[config.mk]
export PLATFORM = sky130hd
export DESIGN_NAME = mips_issue_ctrl
export DESIGN_NICKNAME = d
export VERILOG_FILES = /design/src/rtl/mips_pkg.sv /design/src/rtl/mips_src_dst_decode.sv /design/src/rtl/mips_issue_ctrl.sv
export SDC_FILE = /design/constraint.sdc
export NUM_CORES = 1
export LEC_CHECK = 0
export ABC_AREA = 1
export CAP_MARGIN = 20
export CORE_MARGIN = 4
export CORE_UTILIZATION = 28
export CTS_BUF_LIST = sky130_fd_sc_hd__clkbuf_4 sky130_fd_sc_hd__clkbuf_8
export DETAILED_ROUTE_END_ITERATION = 10
export GPL_TIMING_DRIVEN = 1
export PLACE_DENSITY_LB_ADDON = 0.15
export SLEW_MARGIN = 30
export SYNTH_ARGS = -nofsm -noshare
export SYNTH_HDL_FRONTEND = slang
export SYNTH_SLANG_ARGS = --single-unit
[constraint.sdc]
create_clock -name clk -period 3.15 [get_ports clk]
set_clock_uncertainty 0.2 [all_clocks]
set_input_delay 0.63 -clock clk [delete_from_list [all_inputs] [get_ports clk]]
set_output_delay 0.63 -clock clk [all_outputs]
set_load 0.01 [all_outputs]
[src/rtl/mips_pkg.sv]
// Shared types for the MIPS issue/hazard controller: opcode encoding,
// scoreboard slot layout, controller states and bypass select codes.
package mips_pkg;

  typedef enum logic [5:0] {
    OP_ADD  = 6'h00,
    OP_ADDI = 6'h01,
    OP_SUB  = 6'h02,
    OP_SUBI = 6'h03,
    OP_AND  = 6'h04,
    OP_ANDI = 6'h05,
    OP_OR   = 6'h06,
    OP_ORI  = 6'h07,
    OP_XOR  = 6'h08,
    OP_XORI = 6'h09,
    OP_SLT  = 6'h0A,
    OP_SLTI = 6'h0B,
    OP_LWD  = 6'h0C,
    OP_STW  = 6'h0D,
    OP_BZ   = 6'h0E,
    OP_BEQ  = 6'h0F,
    OP_JR   = 6'h10,
    OP_HALT = 6'h11
  } opcode_e;

  // One in-flight instruction as seen by the hazard logic.
  typedef struct packed {
    logic       valid;
    logic       wr_en;
    logic [4:0] dest;
    logic       is_load;
  } slot_t;

  typedef enum logic [1:0] {
    RUN    = 2'd0,
    DRAIN  = 2'd1,
    HALTED = 2'd2
  } ctrl_state_e;

  localparam slot_t SLOT_EMPTY = '{valid: 1'b0, wr_en: 1'b0, dest: 5'd0, is_load: 1'b0};

  localparam logic [1:0] FWD_RF  = 2'd0;
  localparam logic [1:0] FWD_EX  = 2'd1;
  localparam logic [1:0] FWD_MEM = 2'd2;
  localparam logic [1:0] FWD_WB  = 2'd3;

endpackage

[src/rtl/mips_src_dst_decode.sv]
// Combinational source/destination decode of the instruction sitting in ID.
// Tells the issue controller which register fields are read, which one is
// written, and whether the instruction is a load or HALT.
module mips_src_dst_decode
  import mips_pkg::*;
(
  input  logic [5:0] opcode,
  input  logic [4:0] rt,
  input  logic [4:0] rd,
  output logic       rs_used,
  output logic       rt_used,
  output logic       wr_en,
  output logic [4:0] dest,
  output logic       is_load,
  output logic       is_halt
);

  // Opcode class decode; a write to $0 is architecturally a no-op.
  always_comb begin
    rs_used = 1'b0;
    rt_used = 1'b0;
    wr_en   = 1'b0;
    dest    = 5'd0;
    is_load = 1'b0;
    is_halt = 1'b0;
    case (opcode)
      OP_ADD, OP_SUB, OP_AND, OP_OR, OP_XOR, OP_SLT: begin
        rs_used = 1'b1;
        rt_used = 1'b1;
        wr_en   = 1'b1;
        dest    = rd;
      end
      OP_ADDI, OP_SUBI, OP_ANDI, OP_ORI, OP_XORI, OP_SLTI: begin
        rs_used = 1'b1;
        wr_en   = 1'b1;
        dest    = rt;
      end
      OP_LWD: begin
        rs_used = 1'b1;
        wr_en   = 1'b1;
        dest    = rt;
        is_load = 1'b1;
      end
      OP_STW, OP_BEQ: begin
        rs_used = 1'b1;
        rt_used = 1'b1;
      end
      OP_BZ, OP_JR: begin
        rs_used = 1'b1;
      end
      OP_HALT: begin
        is_halt = 1'b1;
      end
      default: begin
        rs_used = 1'b0;
      end
    endcase
    if (dest == 5'd0) begin
      wr_en = 1'b0;
    end
  end

endmodule

[src/rtl/mips_issue_ctrl.sv]
// Issue/hazard controller between ID and EX of the 5-stage MIPS pipeline.
// A 3-slot scoreboard (EX/MEM/WB) tracks in-flight register writes; the
// decoded instruction issues unless it reads a pending destination, a taken
// branch flushes ID, and HALT drains the pipeline into a sticky HALTED state.
// Optional build macro ISSUE_CTRL_FORWARDING_EN: only load-use stalls, other
// dependencies issue with a bypass select (youngest producer wins).
module mips_issue_ctrl
  import mips_pkg::*;
#(
  parameter int CNT_W    = 32,
  parameter int NUM_REGS = 32
) (
  input  logic             clk,
  input  logic             rst_n,
  input  logic             id_valid_i,
  input  logic [5:0]       id_opcode_i,
  input  logic [4:0]       id_rs_i,
  input  logic [4:0]       id_rt_i,
  input  logic [4:0]       id_rd_i,
  output logic             id_ready_o,
  input  logic             ex_branch_taken_i,
  output logic             flush_o,
  output logic             fetch_en_o,
  output logic             halted_o,
  output logic [1:0]       fwd_rs_sel_o,
  output logic [1:0]       fwd_rt_sel_o,
  output logic [CNT_W-1:0] stall_cnt_o,
  output logic [CNT_W-1:0] retire_cnt_o
);

  logic       rs_used, rt_used;
  logic       dec_wr_en, dec_is_load, dec_is_halt;
  logic [4:0] dec_dest;

  mips_src_dst_decode u_decode (
    .opcode  (id_opcode_i),
    .rt      (id_rt_i),
    .rd      (id_rd_i),
    .rs_used (rs_used),
    .rt_used (rt_used),
    .wr_en   (dec_wr_en),
    .dest    (dec_dest),
    .is_load (dec_is_load),
    .is_halt (dec_is_halt)
  );

  slot_t            ex_slot_p0, mem_slot_p1, wb_slot_p2, ex_slot_next;
  ctrl_state_e      state_q, state_d;
  logic [CNT_W-1:0] stall_cnt_q, retire_cnt_q;

  // WB is the last scoreboard stage, so its load flag has no consumer.
  logic unused_wb_load;
  assign unused_wb_load = wb_slot_p2.is_load;

  // A source hits a slot when it is read, is not $0, and the slot will write it.
  function automatic logic src_hit(input logic [4:0] src, input logic used, input slot_t slot);
    return used && (src != 5'd0) && (int'(src) < NUM_REGS) &&
           slot.valid && slot.wr_en && (slot.dest == src);
  endfunction

  logic rs_hit_ex, rs_hit_mem, rs_hit_wb;
  logic rt_hit_ex, rt_hit_mem, rt_hit_wb;
  logic hazard;

  assign rs_hit_ex  = src_hit(id_rs_i, rs_used, ex_slot_p0);
  assign rs_hit_mem = src_hit(id_rs_i, rs_used, mem_slot_p1);
  assign rs_hit_wb  = src_hit(id_rs_i, rs_used, wb_slot_p2);
  assign rt_hit_ex  = src_hit(id_rt_i, rt_used, ex_slot_p0);
  assign rt_hit_mem = src_hit(id_rt_i, rt_used, mem_slot_p1);
  assign rt_hit_wb  = src_hit(id_rt_i, rt_used, wb_slot_p2);

`ifdef ISSUE_CTRL_FORWARDING_EN
  // Youngest producer wins so the consumer sees the most recent value.
  function automatic logic [1:0] fwd_sel(input logic hit_ex, input logic hit_mem, input logic hit_wb);
    if (hit_ex)  return FWD_EX;
    if (hit_mem) return FWD_MEM;
    if (hit_wb)  return FWD_WB;
    return FWD_RF;
  endfunction

  // Load data is not available until MEM completes, so load-use still stalls.
  assign hazard       = (rs_hit_ex || rt_hit_ex) && ex_slot_p0.is_load;
  assign fwd_rs_sel_o = fwd_sel(rs_hit_ex, rs_hit_mem, rs_hit_wb);
  assign fwd_rt_sel_o = fwd_sel(rt_hit_ex, rt_hit_mem, rt_hit_wb);
`else
  assign hazard       = rs_hit_ex || rs_hit_mem || rs_hit_wb ||
                        rt_hit_ex || rt_hit_mem || rt_hit_wb;
  assign fwd_rs_sel_o = FWD_RF;
  assign fwd_rt_sel_o = FWD_RF;
`endif

  logic in_run, candidate, issue, stall;

  // A taken branch discards the ID instruction, so it neither issues nor stalls.
  assign in_run    = (state_q == RUN);
  assign candidate = id_valid_i && !ex_branch_taken_i;
  assign issue     = in_run && candidate && !hazard;
  assign stall     = in_run && candidate && hazard;
  assign flush_o   = ex_branch_taken_i;

  // Controller next state and per-state outputs.
  always_comb begin
    state_d    = state_q;
    id_ready_o = 1'b0;
    fetch_en_o = 1'b0;
    halted_o   = 1'b0;
    case (state_q)
      RUN: begin
        id_ready_o = issue;
        fetch_en_o = !stall && !(issue && dec_is_halt);
        if (issue && dec_is_halt) begin
          state_d = DRAIN;
        end
      end
      // EX and MEM empty means WB retires this cycle and everything is gone
      // after the edge.
      DRAIN: begin
        if (!ex_slot_p0.valid && !mem_slot_p1.valid) begin
          state_d = HALTED;
        end
      end
      HALTED: begin
        halted_o = 1'b1;
      end
      default: begin
        state_d = RUN;
      end
    endcase
  end

  // Issued instruction enters EX; HALT and non-issue cycles insert a bubble.
  always_comb begin
    ex_slot_next = SLOT_EMPTY;
    if (issue && !dec_is_halt) begin
      ex_slot_next.valid   = 1'b1;
      ex_slot_next.wr_en   = dec_wr_en;
      ex_slot_next.dest    = dec_dest;
      ex_slot_next.is_load = dec_is_load;
    end
  end

  // Controller state register.
  always_ff @(posedge clk) begin
    if (!rst_n) begin
      state_q <= RUN;
    end else begin
      state_q <= state_d;
    end
  end

  // Scoreboard shift EX -> MEM -> WB; reset only invalidates the slots.
  always_ff @(posedge clk) begin
    if (!rst_n) begin
      ex_slot_p0.valid  <= 1'b0;
      mem_slot_p1.valid <= 1'b0;
      wb_slot_p2.valid  <= 1'b0;
    end else begin
      ex_slot_p0  <= ex_slot_next;
      mem_slot_p1 <= ex_slot_p0;
      wb_slot_p2  <= mem_slot_p1;
    end
  end

  // Stall and retire counters, wrapping at 2^CNT_W.
  always_ff @(posedge clk) begin
    if (!rst_n) begin
      stall_cnt_q  <= '0;
      retire_cnt_q <= '0;
    end else begin
      if (stall) begin
        stall_cnt_q <= stall_cnt_q + CNT_W'(1);
      end
      if (wb_slot_p2.valid) begin
        retire_cnt_q <= retire_cnt_q + CNT_W'(1);
      end
    end
  end

  assign stall_cnt_o  = stall_cnt_q;
  assign retire_cnt_o = retire_cnt_q;

endmodule
==> flow_metrics.env <==
export IMPL_wirelength_microns=15640
export IMPL_synth_edf_count=18
export IMPL_io_pins=97
export IMPL_num_nets_final=925
export IMPL_whs_path_depth=0
export IMPL_drc=0
export IMPL_rows=49
export IMPL_cts_sinks=87
export IMPL_drive_above_1_share_pct=9.081
export IMPL_wl_met1_microns=7782
export IMPL_via_count=5259
export IMPL_hp_class="flop to flop"
export IMPL_die_area_sq_um=21090
export IMPL_r2r_start="stall_cnt_o[0]$_SDFFE_PN0P_"
export IMPL_dr_wl_met3_microns=550
export IMPL_fmax_mhz=335.9
export IMPL_rsz0062_at_grt="no"
export IMPL_start_util_pct=28.86
export IMPL_fin_crit_ps=2977
export IMPL_gp_congestion=0.8679
export IMPL_syn_to_final_growth_pct=26.74
export IMPL_cap_violations=0
export IMPL_critPathKind="input port to output port"
export IMPL_whs_ps=254.7
export IMPL_worst_ir_drop_vdd_uv=180.4
export IMPL_placed_cells=1116
export IMPL_core_sq_um=18270
export IMPL_cts_buffers=9
export IMPL_grt_max_degree=37
export IMPL_syn_avg_cell_area_sq_um=6.640
export IMPL_synth_seq_cells=87
export IMPL_power_mw=2.140
export IMPL_synth_async_reset_ratio_pct=0
export IMPL_die_width_microns=145.2
export IMPL_slew_headroom_pct=57.28
export IMPL_antenna_left=0
export IMPL_cts_clk_slew_worst_paths_ps=90
export IMPL_power_density_nw_per_um2=320.2
export IMPL_hold_viol_final=0
export IMPL_wire_per_inst_microns=13.81
export IMPL_slew_viol_final=0
export IMPL_cts_tree="yes"
export IMPL_syn_cell_area_sq_um=5273
export IMPL_post_cts_setup_buffer_count=0
export IMPL_maxUsedRoutingLayer="met4"
export IMPL_die_h_microns=145.2
export IMPL_start_kind="input port"
export IMPL_holdCritStartpoint="ex_slot_p0[6]$_SDFFCE_PP0P_"
export IMPL_cp_required_ps=2320
export IMPL_numPortBuffers=92
export IMPL_drt_iter0_markers=263
export IMPL_setup_viol=0
export IMPL_synthCells=794
export IMPL_grt_pass1_wl_microns=25730
export IMPL_antenna_found_initial=0
export IMPL_clock_root_buffer="clkbuf_8"
export IMPL_yosysUniqueCellTypes=39
export IMPL_synth_ff_type="dfxtp_1"
export IMPL_met2_length_microns=7005
export IMPL_synth_seq_area_share_pct=36.45
export IMPL_startpoint="id_opcode_i[5]"
export IMPL_p_leak_nw=2.591
export IMPL_grt_ovfl_total=0
export IMPL_setup_worst_path_end_class="output port"
export IMPL_final_setup_tns_ps=0
export IMPL_dp_hpwl_microns=11830
export IMPL_grt_pass1_vias=4947
export IMPL_first_pass_iters=8
export IMPL_via_per_inst=4.646
export IMPL_stdcell_count=1132
export IMPL_tightest_slew_ps=635.0
export IMPL_place_area_sq_um=6494
export IMPL_diodes=0
export IMPL_yosysWarningCount=0
export IMPL_status="finished, final reports clean"
export IMPL_grtUsageTotal_pct=14.73
export IMPL_htree_num_levels=3
export IMPL_finalInstanceArea_sq_um=6683
export IMPL_cp_arrival_ps=2150
export IMPL_cts_hold_buf=0
export IMPL_clk_latency_ps=370
export IMPL_crit_fanout=3
export IMPL_fin_crit_sh_pct=94.50
export IMPL_clockBufferDepth=2
export IMPL_rr_worst_depth=9
[Yosys cell counts (all sizes together) (10+ instances only)]
cell    count  area share (%)
edfxtp     18              10
nor2      122             9.5
nand2     251              19
nor3       25             3.4
o21ai      12             1.1
nand3      72             6.9
buf        15             2.5
xor2       14             2.3
nand3b     10             1.4
a21oi      55             5.3
inv        84             6.0
dfxtp      69              26
[per-layer routing]
| layer | up-vias | GRT usage, % |
|---|---|---|
| met5 | - | 0 |
| met4 | 0 | 4.748 |
| met2 | 106 | 23.65 |
| li1 | 2757 | - |
| met3 | 23 | 3.336 |
| met1 | 2373 | 19.71 |
[critical path, stage by stage]
cell             delay, ps
clkdlybuf4s50_1        440
buf_4                  150
nor3_2                 170
nand2_1                 80
a21oi_1                150
nand2_2                100
nand2_4                 90
nor2_2                  40
dlygate4sd2_1          290
[state kept, by name (all words and copies together) (netlist names)]
name          cells
ex_slot_p0        7
state_q           2
retire_cnt_o     32
mem_slot_p1       7
stall_cnt_o      32
wb_slot_p2        7
[per-stage QoR]
step	utilization (%)	setup WS (ps)
floorplan	-	689.8
global placement	35.54	-390.4
detailed placement	35.54	-376.3
CTS	36.58	27.99
global route	36.58	40.06
finish	36.58	173.3
[final timing paths]
path | endpoint | slack [ps]
min reg2reg | mem_slot_p1[6]$_DFFE_PP_ | 250
max | id_ready_o | 170
min | mem_slot_p1[6]$_DFFE_PP_ | 250
max reg2reg | stall_cnt_o[26]$_SDFFE_PN0P_ | 900
[cells by family after synthesis]
| logic type | synth area share (%) |
|---|---|
| other cells | 0.07112 |
| simple gates | 42.05 |
| buf+inv | 9.089 |
| fa+ha+maj | 0.4745 |
| flops | 36.45 |
| compound gates | 8.377 |
| xor+xnor | 3.488 |
[final cells by class]
type / instances / area (sq um)
inverter: 85 / 319.1
timing repair buffer: 112 / 1070
sequential: 87 / 1922
tap: 229 / 286.5
fill: 1982 / 11590
clock inverter: 6 / 58.81
clock buffer: 10 / 137.6
multi-input combinational: 603 / 2889
[repair_timing]
item	CTS	global route
endpoints found under the setup margin	2	2
resized for setup	11	3
cloned	0	0
[report_power, final]
part	internal (mW)	switching (mW)	total (mW)
Clock	0.385	0.420	0.805
Sequential	1.15	0.0147	1.17
Combinational	0.0687	0.100	0.169
[cells in the final DEF, fill, tap and decap left out, types with 4 or more instances in the layout]
cell type and n:
dfxtp_1 69, o21ai_1 4, nand3b_1 10, nor2_4 4, nand4_1 7, nor2_2 6
clkdlybuf4s50_1 81, nor2_1 112, buf_4 19, xor2_1 14, xnor2_1 7, inv_2 15
conb_1 4, a22oi_1 4, nor3_2 4, nand2_2 7, nor3_1 18, o21ai_0 8
nand3_1 71, dlygate4sd2_1 9, inv_1 69, a21oi_1 54, clkbuf_8 10, edfxtp_1 18
nand2_1 241
Note: power is estimated with default switching activity, not from simulation.
